<file path="src/rtl/shift_accumulator.sv">
// Frame accumulator for the log-quantised MAC datapath: bias + N_TERMS shifted products -> saturated result.
// Optional macro SHIFT_ACC_RELU_EN clamps negative results to zero before they reach o_result.
module shift_accumulator #(
    parameter int N_TERMS = 16,
    parameter int ACC_W   = 40,
    parameter int OUT_W   = 32
) (
    input  logic             clk,
    input  logic             reset_n,
    input  logic             i_start,
    input  logic [31:0]      i_bias,
    input  logic             i_skip,
    input  logic [31:0]      i_bit_shifted,
    output logic [OUT_W-1:0] o_result,
    output logic             o_valid,
    output logic             o_busy,
    output logic             o_overflow
);

    localparam int CNT_W = (N_TERMS > 1) ? $clog2(N_TERMS) : 1;
    localparam logic [CNT_W-1:0] LAST_IDX = CNT_W'(N_TERMS - 1);

    typedef enum logic [1:0] {
        ST_IDLE  = 2'd0,
        ST_ACCUM = 2'd1,
        ST_DONE  = 2'd2
    } state_t;

    state_t             state_reg, state_next;
    logic [ACC_W-1:0]   acc_reg, acc_next;
    logic [CNT_W-1:0]   count_reg, count_next;
    logic [OUT_W-1:0]   result_reg;
    logic               valid_reg;
    logic               busy_reg;
    logic               overflow_reg;

    logic [ACC_W-1:0]   bias_ext;
    logic [ACC_W-1:0]   term_ext;
    logic [ACC_W-OUT_W:0] acc_top;
    logic               sat_pos;
    logic               sat_neg;
    logic [OUT_W-1:0]   sat_value;
    logic [OUT_W-1:0]   result_value;

    assign bias_ext = {{(ACC_W-32){i_bias[31]}}, i_bias};
    assign term_ext = {{(ACC_W-32){i_bit_shifted[31]}}, i_bit_shifted};

    // The value fits in OUT_W bits only when every bit above the OUT_W sign bit matches it.
    assign acc_top   = acc_reg[ACC_W-1:OUT_W-1];
    assign sat_pos   = ~acc_reg[ACC_W-1] & (|acc_top);
    assign sat_neg   = acc_reg[ACC_W-1] & ~(&acc_top);
    assign sat_value = sat_pos ? {1'b0, {(OUT_W-1){1'b1}}} :
                       sat_neg ? {1'b1, {(OUT_W-1){1'b0}}} :
                                 acc_reg[OUT_W-1:0];

`ifdef SHIFT_ACC_RELU_EN
    assign result_value = sat_value[OUT_W-1] ? '0 : sat_value;
`else
    assign result_value = sat_value;
`endif

    always_comb begin
        state_next = state_reg;
        acc_next   = acc_reg;
        count_next = count_reg;
        case (state_reg)
            ST_IDLE: begin
                if (i_start) begin
                    acc_next   = bias_ext;
                    count_next = '0;
                    state_next = ST_ACCUM;
                end
            end
            ST_ACCUM: begin
                // Skipped cycles carry no product and do not advance the term count.
                if (!i_skip) begin
                    acc_next   = acc_reg + term_ext;
                    count_next = count_reg + CNT_W'(1);
                    if (count_reg == LAST_IDX) begin
                        state_next = ST_DONE;
                    end
                end
            end
            ST_DONE: begin
                state_next = ST_IDLE;
            end
            default: begin
                state_next = ST_IDLE;
            end
        endcase
    end

    always_ff @(posedge clk or negedge reset_n) begin
        if (!reset_n) begin
            state_reg    <= ST_IDLE;
            acc_reg      <= '0;
            count_reg    <= '0;
            result_reg   <= '0;
            valid_reg    <= 1'b0;
            busy_reg     <= 1'b0;
            overflow_reg <= 1'b0;
        end else begin
            state_reg <= state_next;
            acc_reg   <= acc_next;
            count_reg <= count_next;
            valid_reg <= (state_reg == ST_DONE);
            busy_reg  <= (state_next != ST_IDLE);
            if (state_reg == ST_DONE) begin
                result_reg   <= result_value;
                overflow_reg <= sat_pos | sat_neg;
            end
        end
    end

    assign o_result   = result_reg;
    assign o_valid    = valid_reg;
    assign o_busy     = busy_reg;
    assign o_overflow = overflow_reg;

endmodule

</file>
<file path="config.mk">
export PLATFORM = sky130hd
export DESIGN_NAME = shift_accumulator
export DESIGN_NICKNAME = d
export VERILOG_FILES = /design/src/rtl/shift_accumulator.sv
export SDC_FILE = /design/constraint.sdc
export NUM_CORES = 1
export LEC_CHECK = 0
export ABC_CLOCK_PERIOD_IN_PS = 4900
export BUFFER_PORTS_ARGS = -buffer_cell sky130_fd_sc_hd__buf_2
export CAP_MARGIN = 10
export CORE_MARGIN = 4
export CORE_UTILIZATION = 43
export CTS_CLUSTER_SIZE = 14
export DETAILED_ROUTE_END_ITERATION = 16
export GPL_ROUTABILITY_DRIVEN = 0
export GPL_TIMING_DRIVEN = 0
export PLACE_DENSITY_LB_ADDON = 0.1
export SLEW_MARGIN = 20
export SYNTH_ARGS = -nofsm -noshare
export SYNTH_HDL_FRONTEND = slang
export SYNTH_SLANG_ARGS = --single-unit
</file>
<file path="constraint.sdc">
create_clock -name clk -period 4.9 [get_ports clk]
set_input_delay 0.49 -clock clk [delete_from_list [all_inputs] [get_ports clk]]
set_output_delay 0.49 -clock clk [all_outputs]
set_load 0.1 [all_outputs]
</file>
# Word-level counts from Yosys, hierarchy flattened
# Cells that the tools add are included.
[totals]
input_bits = 68
word_cells = 37
output_inout_bits = 35
reg_bits = 81
[classes]
bitwise = 5
n_reduce_logical = 6
muxes = 12
n_eq_ne = 5
n_addsub = 2
[ops]
columns = ["cell", "count"]
rows = [
  ["$mux 40", 2],
  ["$pmux 40 s2", 1],
  ["$mux 32", 2],
  ["$add 40x40->40", 1],
  ["$reduce_and 9->1", 1],
  ["$reduce_or 9->1", 1],
  ["$mux 4", 2],
  ["$pmux 4 s2", 1],
  ["$mux 2", 3],
  ["$add 4x1->4 const B", 1],
  ["$eq 4x4->1 const B", 1],
  ["$ne 2x2->1 const B", 2],
  ["$pmux 2 s2", 1],
  ["$reduce_bool 2->1", 2],
  ["$reduce_and 3->1", 1],
  ["$and 1x1->1", 2],
  ["$eq 2x1->1 const B", 1],
  ["$eq 2x2->1 const B", 1],
  ["$logic_not 2->1", 1],
  ["$not 1->1", 2],
  ["$or 1x1->1", 1],
]

# Depth between registers and ports, before layout
# Gate-level depths: netlist of the first run.
[depth]
depth_word = 5
ltp_mapped = 13

# Worst setup path before layout of the first run
# Ideal clock, no wire load.
[synth_timing]
path_kind = "input-to-reg"
start = "input port i_bit_shifted[0]"
end = "register acc_reg[38]"
stages = 13
setup_ps = 145
path_buffers = 0
arrival_time_ps = 2689
setup_slack_ps = 2066
cell_sequence = "ha_1 -> inv_1 -> fa_1 -> and2b_1 -> o211ai_1 -> a21boi_0 -> o211ai_1 -> nor3b_2 -> o21a_1 -> o211a_1 -> o31ai_2 -> xnor2_1 -> a21oi_1"
[synth_via]
elab_chain_len = 3
[synth_lines]
columns = ["item", "line", "source"]
rows = [
  ["from (decl)", "13", "input logic [31:0] i_bit_shifted,"],
  ["$add 40x40->40", "77", "acc_next = acc_reg + term_ext;"],
  ["$mux 40", "76", "if (!i_skip) begin"],
  ["$pmux 40 s2", "66", "case (state_reg)"],
  ["to (signal assigned)", "104", "acc_reg <= acc_next;"],
  ["to (decl)", "30", "logic [ACC_W-1:0] acc_reg, acc_next;"],
]
# Every way passes these cells. The select of a mux whose other input is x is not followed.
# A chain may end at the register's enable or synchronous reset.

# Worst setup path in the final report of the first run
[layout_timing]
start = "register acc_reg[0]"
end = "register acc_reg[38]"
[layout_via]
elab_chain_len = 3
[layout_lines]
columns = ["item", "line"]
rows = [
  ["$add 40x40->40", "77"],
  ["$mux 40", "76"],
  ["$pmux 40 s2", "66"],
]
# Every way passes these cells. The select of a mux whose other input is x is not followed.

==> impl_metrics.py, run 1 <==
metrics = {
    "setup_path": {
        "cp-start-kind": "flip-flop",
        "cp_slowest_stage_delay_ps": 390,
        "crit_chain": "ha_1, inv_1, fa_1, and2b_1, o211ai_1, a21boi_0, o211ai_1, nor3b_2, o21a_1, o211a_1, o31ai_2, xnor2_1, a21oi_1",
        "cpMostUsedCell": "o211ai_1",
        "worstSetupPathType": "flip-flop to flip-flop",
        "crit_required_ps": 5090,
        "arrival_ps": 3370,
        "critPathSlowestCell": "fa_1",
        "end_kind": "flip-flop",
        "cp_max_fo": 3,
    },
    "timing": {
        "totalNegativeSetupSlack_ps": 0,
        "grt_setup_unrepaired": "false",
        "whs_ps": 168.1,
        "timing.fmax_mhz": 314.6,
        "relSlewSlack": 0.4018,
        "period_share": 0.6486,
        "fin_skew_ps": 6.217,
        "fin_crit_ps": 3178,
        "slew_violations": 0,
        "hold_violations": 0,
        "setup_viol": 0,
        "timing.final.ws_setup_ps": 1722,
        "tightest_slew_ps": 894.0,
    },
    "cts": {
        "clk_pin_slew_ps": 70,
        "holdBufCountCts": 0,
        "htreeDepth": 3,
        "tritoncts": "yes",
        "clock_path_buffers": 2,
        "cts_inserted_buffers": 9,
        "cts_setup_buffers": 0,
        "cts.sinks": 81,
        "root_buffer": "clkbuf_16",
        "cts.repair.resized": 0,
        "clock_latency_ps": 350,
    },
    "logic_synthesis": {
        "yosysWarnings": 0,
        "seq_area_frac_synth": 0.3699,
        "yosysTopAreaCellShare": 0.3699,
        "synth_area_leaders": "dfrtp_1 (37%), o21ai_0 (10%), ha_1 (9.1%), a21oi_1 (7.5%), nand2_1 (6.0%)",
        "synth-seq-cells": 81,
        "synthArstFlopShare": 1.000,
        "synth_top_cell_by_area": "dfrtp_1",
        "synth_edf_count": 0,
        "synth_ff_type": "dfrtp_1",
        "synth_fp_nets": 778,
        "syn_inst": 669,
        "synthesis.area_um2": 5480,
        "synth_cell_types": 55,
        "avgSynthCellArea_um2": 8.192,
    },
    "power_and_ir_drop": {
        "power.total_mw": 4.202,
        "ir_worst_vdd_mv": 0.2409,
        "power_density_nw_per_um2": 641.7,
        "power.leakage_nw": 3.063,
    },
    "floorplanning": {
        "num_rows": 40,
        "die_w_um": 120.9,
        "ioPinCount": 103,
        "start_util": 0.4469,
        "die_area_um2": 14610,
        "core_um2": 12260,
        "die_y_um": 120.9,
    },
    "finish": {
        "multi_input_area_um2": 3274,
        "nets": 892,
        "regArea_um2": 2027,
        "fin_util": 0.5341,
        "num-fill-cells": 1206,
        "largest_reg_flops": 40,
        "fin_cells": 956,
        "n_antenna_cell": 0,
        "stdcell_area_um2": 6549,
        "layout-drive-gt1-share": 0.1713,
        "syn2layout_area_growth_pct": 19.50,
    },
    "global_routing": {
        "grt_pass1_vias": 5020,
        "grt_first_pass_wirelength_um": 25630,
        "grt_max_degree": 51,
        "track_usage": 0.2237,
        "overflow": 0,
        "antenna_found_initial": 0,
    },
    "route": {
        "drt-vias-per-instance": 5.498,
        "vias": 5256,
        "wirelength_um": 16310,
        "drc": 0,
        "first_iter_violations": 398,
        "first_pass_iters": 5,
        "wl_per_cell_um": 17.06,
        "ant_nets": 0,
    },
    "placed_design": {
        "io_buffers": 102,
        "post-place-ws_ps": 1514,
        "dpl_cell_area_um2": 6223,
        "dp_cells": 940,
        "dpl.hpwl_um": 12610,
    },
    "status": {
        "outcome": "finished clean",
    },
    "hold_path": {
        "hold_class": "input pin to asynchronous set/reset pin",
    },
    "flow_run": {
        "max-cap-violations": 0,
    },
}
[cell usage after synthesis (all sizes together), types with 4 or more instances]
cell,count
o21a,5
ha,40
nor3,8
nand2,88
and2,4
inv,11
a31oi,10
nor2,54
o21ai,114
a21o,15
nand4,10
dfrtp,81
and3,5
o21bai,6
xnor2,19
a211oi,8
a21oi,82
nor2b,6
xor2,16
nand3,10
clkbuf,34
nand2b,6
[cell type report]
type                       count  share of cell area
buffer                        36             0.02102
timing repair buffer         103             0.08139
multi-input combinational    541              0.5000
tap                          168             0.03210
sequential                    81              0.3095
clock buffer                   9             0.03439
clock inverter                 7             0.01528
inverter                      11            0.006305
[path summary, 6_finish.rpt]
check                           slack (ps)  cells past startpoint            to          from
worst max-delay path                  1720                     13   acc_reg[38]    acc_reg[0]
worst min register to register         470                      2  o_result[10]  o_result[10]
min in group clk                       410                      3    acc_reg[6]     i_bias[6]
worst max register to register        1720                     13   acc_reg[38]    acc_reg[0]
worst min-delay path                   170                      1  o_result[31]       reset_n
max in group asynchronous             4130                      2   acc_reg[15]       reset_n
[critical path, delay by kind of cell (launching register included)]
kind                       cells  cell delay [ps]
xor gates and xnor gates       1              160
buffers and inverters          1               60
DFF                            1              380
and+or+nand+nor                2              450
AOI/OAI and AO/OA              7             1420
adders and majority gates      2              560
[cell usage in the layout (no fill, tap or decap), types with 3 or more instances in the layout]
master,netlist,final
nand2b_1,6,6
nor2b_1,6,6
inv_6,0,3
a31oi_1,10,10
o22ai_1,3,3
clkbuf_16,0,9
nor3_1,8,8
a21o_1,15,15
clkbuf_1,34,34
inv_1,11,11
or3_1,3,3
xnor2_1,19,19
o21a_1,5,5
a21oi_1,82,82
a211oi_1,7,7
buf_2,2,103
nand3_1,10,10
nand4_1,10,10
nand2_1,87,87
o21bai_1,6,6
o21ai_0,111,111
nor2_1,54,54
xor2_1,16,16
dfrtp_1,81,81
and2_1,3,3
ha_1,40,40
and3_1,5,5
[per-layer routing]
layer / wire (um) / track usage
met5: 0 / 0
met3: 867 / 0.03310
met4: 301 / 0.07932
met1: 8013 / 0.3289
met2: 7123 / 0.3345
[power by group]
group	internal, mW	switching (mW)	leakage (nW)
registers	0.874	0.194	1.03
logic	0.923	1.46	1.88
clock network	0.452	0.300	0.161
[cells by family (layout without fill, tap and decap cells)]
kind of cell	count (synthesis)	after routing	share of synthesized area
AOI/OAI and AO/OA	260	260	0.2763
xor gates and xnor gates	35	35	0.05594
DFF	81	81	0.3699
and+or+nand+nor	202	202	0.1646
buffers and inverters	47	166	0.03265
muxes	3	3	0.005708
adders and majority gates	41	41	0.09498
(Power assumes the default switching activity.)
==> inputs of run 2 (changes only) <==
Settings changed: ABC_CLOCK_PERIOD_IN_PS 4900 to 3200.
Clock period 4.9 ns to 3.2 ns, I/O delays scaled along.
==> impl_metrics.py, run 2 (synthesis results as in run 1) <==
metrics = {
    "status": {
        "outcome": "finished, violations left",
        "violations": "hold timing",
    },
    "power_and_ir_drop": {
        "power_density_nw_per_um2": 983.8,
        "power.leakage_nw": 3.072,
        "ir_worst_vdd_mv": 0.3684,
    },
    "setup_path": {
        "cp-start-kind": "flip-flop",
        "crit_required_ps": 3440,
        "reg2reg_from": "acc_reg[14]",
        "worstReg2RegEnd": "acc_reg[39]",
        "end_kind": "flip-flop",
        "reg2reg_slack_ps": 160,
        "worstSetupPathType": "flip-flop to flip-flop",
        "ff2ff_path_depth": 11,
        "arrival_ps": 3280,
        "endpoint": "acc_reg[39]",
        "crit_chain": "ha_1, clkbuf_1, a21oi_1, o21ai_0, a22oi_1, nand3_1, o21ai_2, a21oi_2, o311ai_1, mux2i_1, nand2_1",
        "cp_max_fo": 8,
        "crit_start": "acc_reg[14]",
        "cp_slowest_stage_delay_ps": 560,
        "critPathSlowestCell": "o311ai_1",
    },
    "route": {
        "wl_per_cell_um": 17.03,
        "ant_nets": 0,
        "first_iter_violations": 429,
        "wirelength_um": 16300,
        "drc": 0,
        "first_pass_iters": 5,
        "drt-vias-per-instance": 5.516,
        "vias": 5279,
    },
    "global_routing": {
        "grt_max_degree": 51,
        "antenna_found_initial": 0,
        "overflow": 0,
        "track_usage": 0.2237,
        "grt_first_pass_wirelength_um": 25630,
        "grt_pass1_vias": 5020,
    },
    "timing": {
        "setup_viol": 0,
        "relSlewSlack": 0.4015,
        "timing.fmax_mhz": 328.8,
        "slew_violations": 0,
        "tightest_slew_ps": 894.5,
        "whs_ps": -1.008,
        "fin_crit_ps": 3041,
        "grt_setup_unrepaired": "false",
        "hold_violations": 1,
        "period_share": 0.9504,
        "timing.final.ws_setup_ps": 158.7,
        "fin_skew_ps": 6.857,
    },
    "floorplanning": {
        "die_y_um": 120.9,
        "die_area_um2": 14610,
        "die_w_um": 120.9,
        "core_um2": 12260,
        "ioPinCount": 103,
        "num_rows": 40,
        "start_util": 0.4469,
    },
    "finish": {
        "regArea_um2": 2027,
        "n_antenna_cell": 0,
        "mostFrequentLayoutCell": "o21ai_0",
        "num-fill-cells": 1205,
        "nets": 893,
        "layout-drive-gt1-share": 0.1749,
        "most-common-layout-cells": "o21ai_0 (110), buf_2 (103), nand2_1 (87)",
        "multi_input_area_um2": 3288,
        "syn2layout_area_growth_pct": 19.89,
        "largest_reg_flops": 40,
    },
    "cts": {
        "cts.sinks": 81,
        "cts_inserted_buffers": 9,
        "clock_latency_ps": 350,
        "tritoncts": "yes",
        "clock_path_buffers": 2,
        "root_buffer": "clkbuf_16",
        "clk_pin_slew_ps": 70,
        "htreeDepth": 3,
    },
    "hold_path": {
        "hold_class": "input pin to asynchronous set/reset pin",
    },
    "flow_run": {
        "max-cap-violations": 0,
    },
    "placed_design": {
        "io_buffers": 102,
        "post-place-ws_ps": -15.67,
        "dpl.hpwl_um": 12610,
    },
}
run 2: cell types whose count changed in the layout (fill, tap and decap cells not counted):
cell	delta
a21boi_0	-1
a21boi_2	+1
a21oi_1	-1
a21oi_2	+1
buf_4	+1
nor3b_2	-1
nor3b_4	+1
o21ai_0	-1
o21ai_1	+1
run 2: worst min-delay path by stage:
stage	to	slack (ps)
2_1_floorplan	acc_reg[0]	20
5_1_grt	o_result[31]	60
4_1_cts	o_result[31]	20
3_3_place_gp	o_result[31]	450
6_report	o_result[31]	-1
3_5_place_dp	o_result[31]	390
run 2: metal layers:
| metal | GRT usage | share of wire | wire length [um] | vias to the layer above |
|---|---|---|---|---|
| met4 | 0.07932 | 0.019 | 305 | 0 |
| met3 | 0.03310 | 0.059 | 964 | 22 |
| li1 | - | - | - | 2634 |
| met1 | 0.3289 | 0.49 | 7934 | 2449 |
| met5 | 0 | 0 | 0 | - |
| met2 | 0.3345 | 0.44 | 7098 | 174 |
run 2: final cells by class:
| type | instances | area share |
|---|---|---|
| multi-input combinational | 541 | 0.5005 |
| sequential | 81 | 0.3085 |
| timing repair buffer | 104 | 0.08227 |
| clock buffer | 9 | 0.03428 |
| tap | 168 | 0.03199 |
| buffer | 36 | 0.02095 |
| clock inverter | 7 | 0.01524 |
| inverter | 11 | 0.006285 |
run 2: where the power goes:
| part | switching (mW) | total, mW | internal [mW] |
|---|---|---|---|
| clock network | 0.457 | 1.15 | 0.692 |
| registers | 0.296 | 1.63 | 1.34 |
| logic | 2.25 | 3.68 | 1.43 |
run 2: timing repair:
action / in CTS / in global routing
hold buffers: 0 / 0
endpoints found under the setup margin: 0 / 12
setup buffers: 0 / 1
resized for setup: 0 / 5
run 2: metrics by stage:
step | total power [mW] | TNS [ps] | area, um2 | utilization | instances
after CTS | 6.422 | 0 | 6549 | 0.5341 | 956
after detailed placement | 5.247 | -15.67 | 6223 | 0.5076 | 940
after global routing | 7.015 | 0 | 6570 | 0.5358 | 957
after floorplan | 4.376 | 0 | 5480 | - | 669
after global placement | 5.165 | 0 | 6201 | 0.5057 | 939
final | 6.464 | 0 | 6570 | 0.5358 | 957
run 2: critical path, delay by kind of cell (launching register included):
family,cells,cell delay [ps]
fa+ha+maj,1,270
compound gates,6,1630
flops,1,400
simple gates,2,190
mux,1,250
buf+inv,1,190
==> inputs of run 3 (changes only) <==
Settings changed: ABC_AREA set to 1.
==> impl_metrics.py, run 3 <==
metrics = {
    "floorplanning": {
        "die_w_um": 130.5,
        "num_rows": 44,
        "ioPinCount": 103,
        "core_um2": 14590,
        "die_y_um": 130.5,
        "start_util": 0.4423,
        "die_area_um2": 17030,
    },
    "placed_design": {
        "dpl_cell_area_um2": 7223,
        "post-place-ws_ps": 704.9,
        "dpl.hpwl_um": 15740,
        "io_buffers": 102,
    },
    "logic_synthesis": {
        "synth_fp_nets": 1111,
        "seq_area_frac_synth": 0.3141,
        "yosysWarnings": 0,
        "synthesis.area_um2": 6452,
        "synth_top_cell_by_area": "dfrtp_1",
        "synthArstFlopShare": 1.000,
        "yosysMostFrequentCell": "nand2_1",
        "avgSynthCellArea_um2": 6.440,
        "synth_ff_type": "dfrtp_1",
        "synth_edf_count": 0,
        "synth_area_leaders": "dfrtp_1 (31%), nand2_1 (18%), inv_1 (7.9%), nor2_1 (7.9%), ha_1 (7.8%)",
        "synth-seq-cells": 81,
        "syn_inst": 1002,
        "synth_cell_types": 36,
        "synthTopCellsByCount": "nand2_1 (303), inv_1 (136), nor2_1 (135), dfrtp_1 (81), a21oi_1 (70)",
        "yosysTopAreaCellShare": 0.3141,
    },
    "setup_path": {
        "critPathSlowestCell": "fa_1",
        "cp_max_fo": 3,
        "crit_start": "acc_reg[0]",
        "end_kind": "flip-flop",
        "cpMostUsedCell": "nand2_1",
        "cp_slowest_stage_delay_ps": 400,
        "critical_path.top_delay_family": "simple AND/OR/NAND/NOR gates",
        "crit_buf_inv": 2,
        "crit_required_ps": 3410,
        "worstSetupPathType": "flip-flop to flip-flop",
        "arrival_ps": 2720,
        "reg2reg_from": "acc_reg[0]",
        "cp-start-kind": "flip-flop",
        "crit_chain": "ha_1, inv_1, fa_1, inv_1, nand3_1, nand3_1, nand2_1, nand3_1, nand2_1, nand2_2, nand2_1, nand2_1, nand2_1, nand3_1, a21oi_1",
    },
    "global_routing": {
        "overflow": 0,
        "track_usage": 0.2350,
        "grt_pass1_vias": 6042,
        "antenna_found_initial": 0,
        "grt_max_degree": 46,
        "grt_first_pass_wirelength_um": 31060,
    },
    "timing": {
        "totalNegativeSetupSlack_ps": 0,
        "relSlewSlack": 0.3576,
        "tightest_slew_ps": 963.6,
        "fin_skew_ps": 7.171,
        "timing.final.ws_setup_ps": 698.3,
        "timing.fmax_mhz": 399.7,
        "hold_violations": 0,
        "slew_violations": 0,
        "grt_setup_unrepaired": "false",
        "fin_crit_ps": 2502,
        "whs_ps": 238.4,
        "setup_viol": 0,
        "period_share": 0.7818,
    },
    "finish": {
        "nets": 1226,
        "n_antenna_cell": 0,
        "layout-drive-gt1-share": 0.1533,
        "most-common-layout-cells": "nand2_1 (303), inv_1 (136), nor2_1 (135)",
        "largest_reg_flops": 40,
        "syn2layout_area_growth_pct": 17.30,
        "mostFrequentLayoutCell": "nand2_1",
        "stdcell_area_um2": 7569,
    },
    "route": {
        "met3_length_um": 1148,
        "first_pass_iters": 5,
        "drc": 0,
        "wl_per_cell_um": 15.08,
        "wl_met2_um": 8315,
        "wl_met1_um": 9976,
        "wirelength_um": 19690,
        "first_iter_violations": 500,
        "highest_layer": "met4",
        "drt-vias-per-instance": 4.987,
        "ant_nets": 0,
        "vias": 6513,
    },
    "power_and_ir_drop": {
        "power.leakage_nw": 4.222,
        "power_density_nw_per_um2": 960.1,
        "ir_worst_vdd_mv": 0.3951,
        "power.total_mw": 7.267,
    },
    "cts": {
        "htreeDepth": 3,
        "cts.sinks": 81,
        "clock_latency_ps": 360,
        "clk_pin_slew_ps": 70,
        "tritoncts": "yes",
        "cts_inserted_buffers": 9,
        "cts.repair.resized": 0,
        "root_buffer": "clkbuf_16",
        "clock_path_buffers": 2,
    },
    "flow_run": {
        "max-cap-violations": 0,
    },
    "status": {
        "outcome": "finished clean",
    },
    "hold_path": {
        "min_from": "i_bias[0]",
        "hold_class": "input pin to flip-flop",
    },
}
-- run 3: stage by stage --
step / util / instances
5_1_grt: 0.5188 / 1306
2_1_floorplan: - / 1002
3_5_place_dp: 0.4951 / 1289
4_1_cts: 0.5188 / 1306
6_report: 0.5188 / 1306
3_3_place_gp: 0.4931 / 1288
-- run 3: path summary, 6_finish.rpt --
check	slack [ps]	endpoint	depth (start not counted)
worst max-delay path	700	acc_reg[32]	15
worst min-delay path	240	acc_reg[0]	3
worst max register to register	700	acc_reg[32]	15
worst min register to register	470	o_result[31]	2
max in group asynchronous	2120	acc_reg[30]	3
min in group asynchronous	470	o_result[2]	2
-- run 3: area by class of cell --
class | instances | area, um2
Buffer | 24 | 112.6
Clock buffer | 9 | 225.2
Clock inverter | 7 | 110.1
Fill cell | 1550 | 7020
Inverter | 139 | 521.8
Multi-Input combinational cell | 758 | 3791
Sequential cell | 81 | 2027
Tap cell | 184 | 230.2
Timing Repair Buffer | 104 | 550.5
-- run 3: power breakdown --
| part | internal [mW] | total (mW) | switching, mW | leakage, nW |
|---|---|---|---|---|
| clock network | 0.699 | 1.19 | 0.493 | 0.160 |
| logic | 1.51 | 4.44 | 2.93 | 3.04 |
| registers | 1.34 | 1.63 | 0.299 | 1.02 |
-- run 3: worst min-delay path, delay by kind of cell --
family / cells / cell delay [ps]
buffers and inverters: 1 / 110
AOI/OAI and AO/OA: 1 / 70
and+or+nand+nor: 1 / 60
-- run 3: cell families after synthesis --
| kind of cell | count (synthesis) | synth area share |
|---|---|---|
| and+or+nand+nor | 539 | 0.3512 |
| xor gates and xnor gates | 17 | 0.02307 |
| AOI/OAI and AO/OA | 160 | 0.1311 |
| buffers and inverters | 163 | 0.09831 |
| DFF | 81 | 0.3141 |
| muxes | 1 | 0.001551 |
| adders and majority gates | 41 | 0.08067 |
-- run 3: metal layers --
metal  up-vias  GRT usage
met1      2926     0.3528
met3        19    0.03333
met4         0    0.05505
li1       3397          -
met5         -          0
met2       171     0.3579
-- run 3: timing repair --
action | CTS | global route
hold buffers | 1 | 0
hold endpoints to repair | 36 | 0
buffers inserted | 0 | 0
setup endpoints to repair | 0 | 0
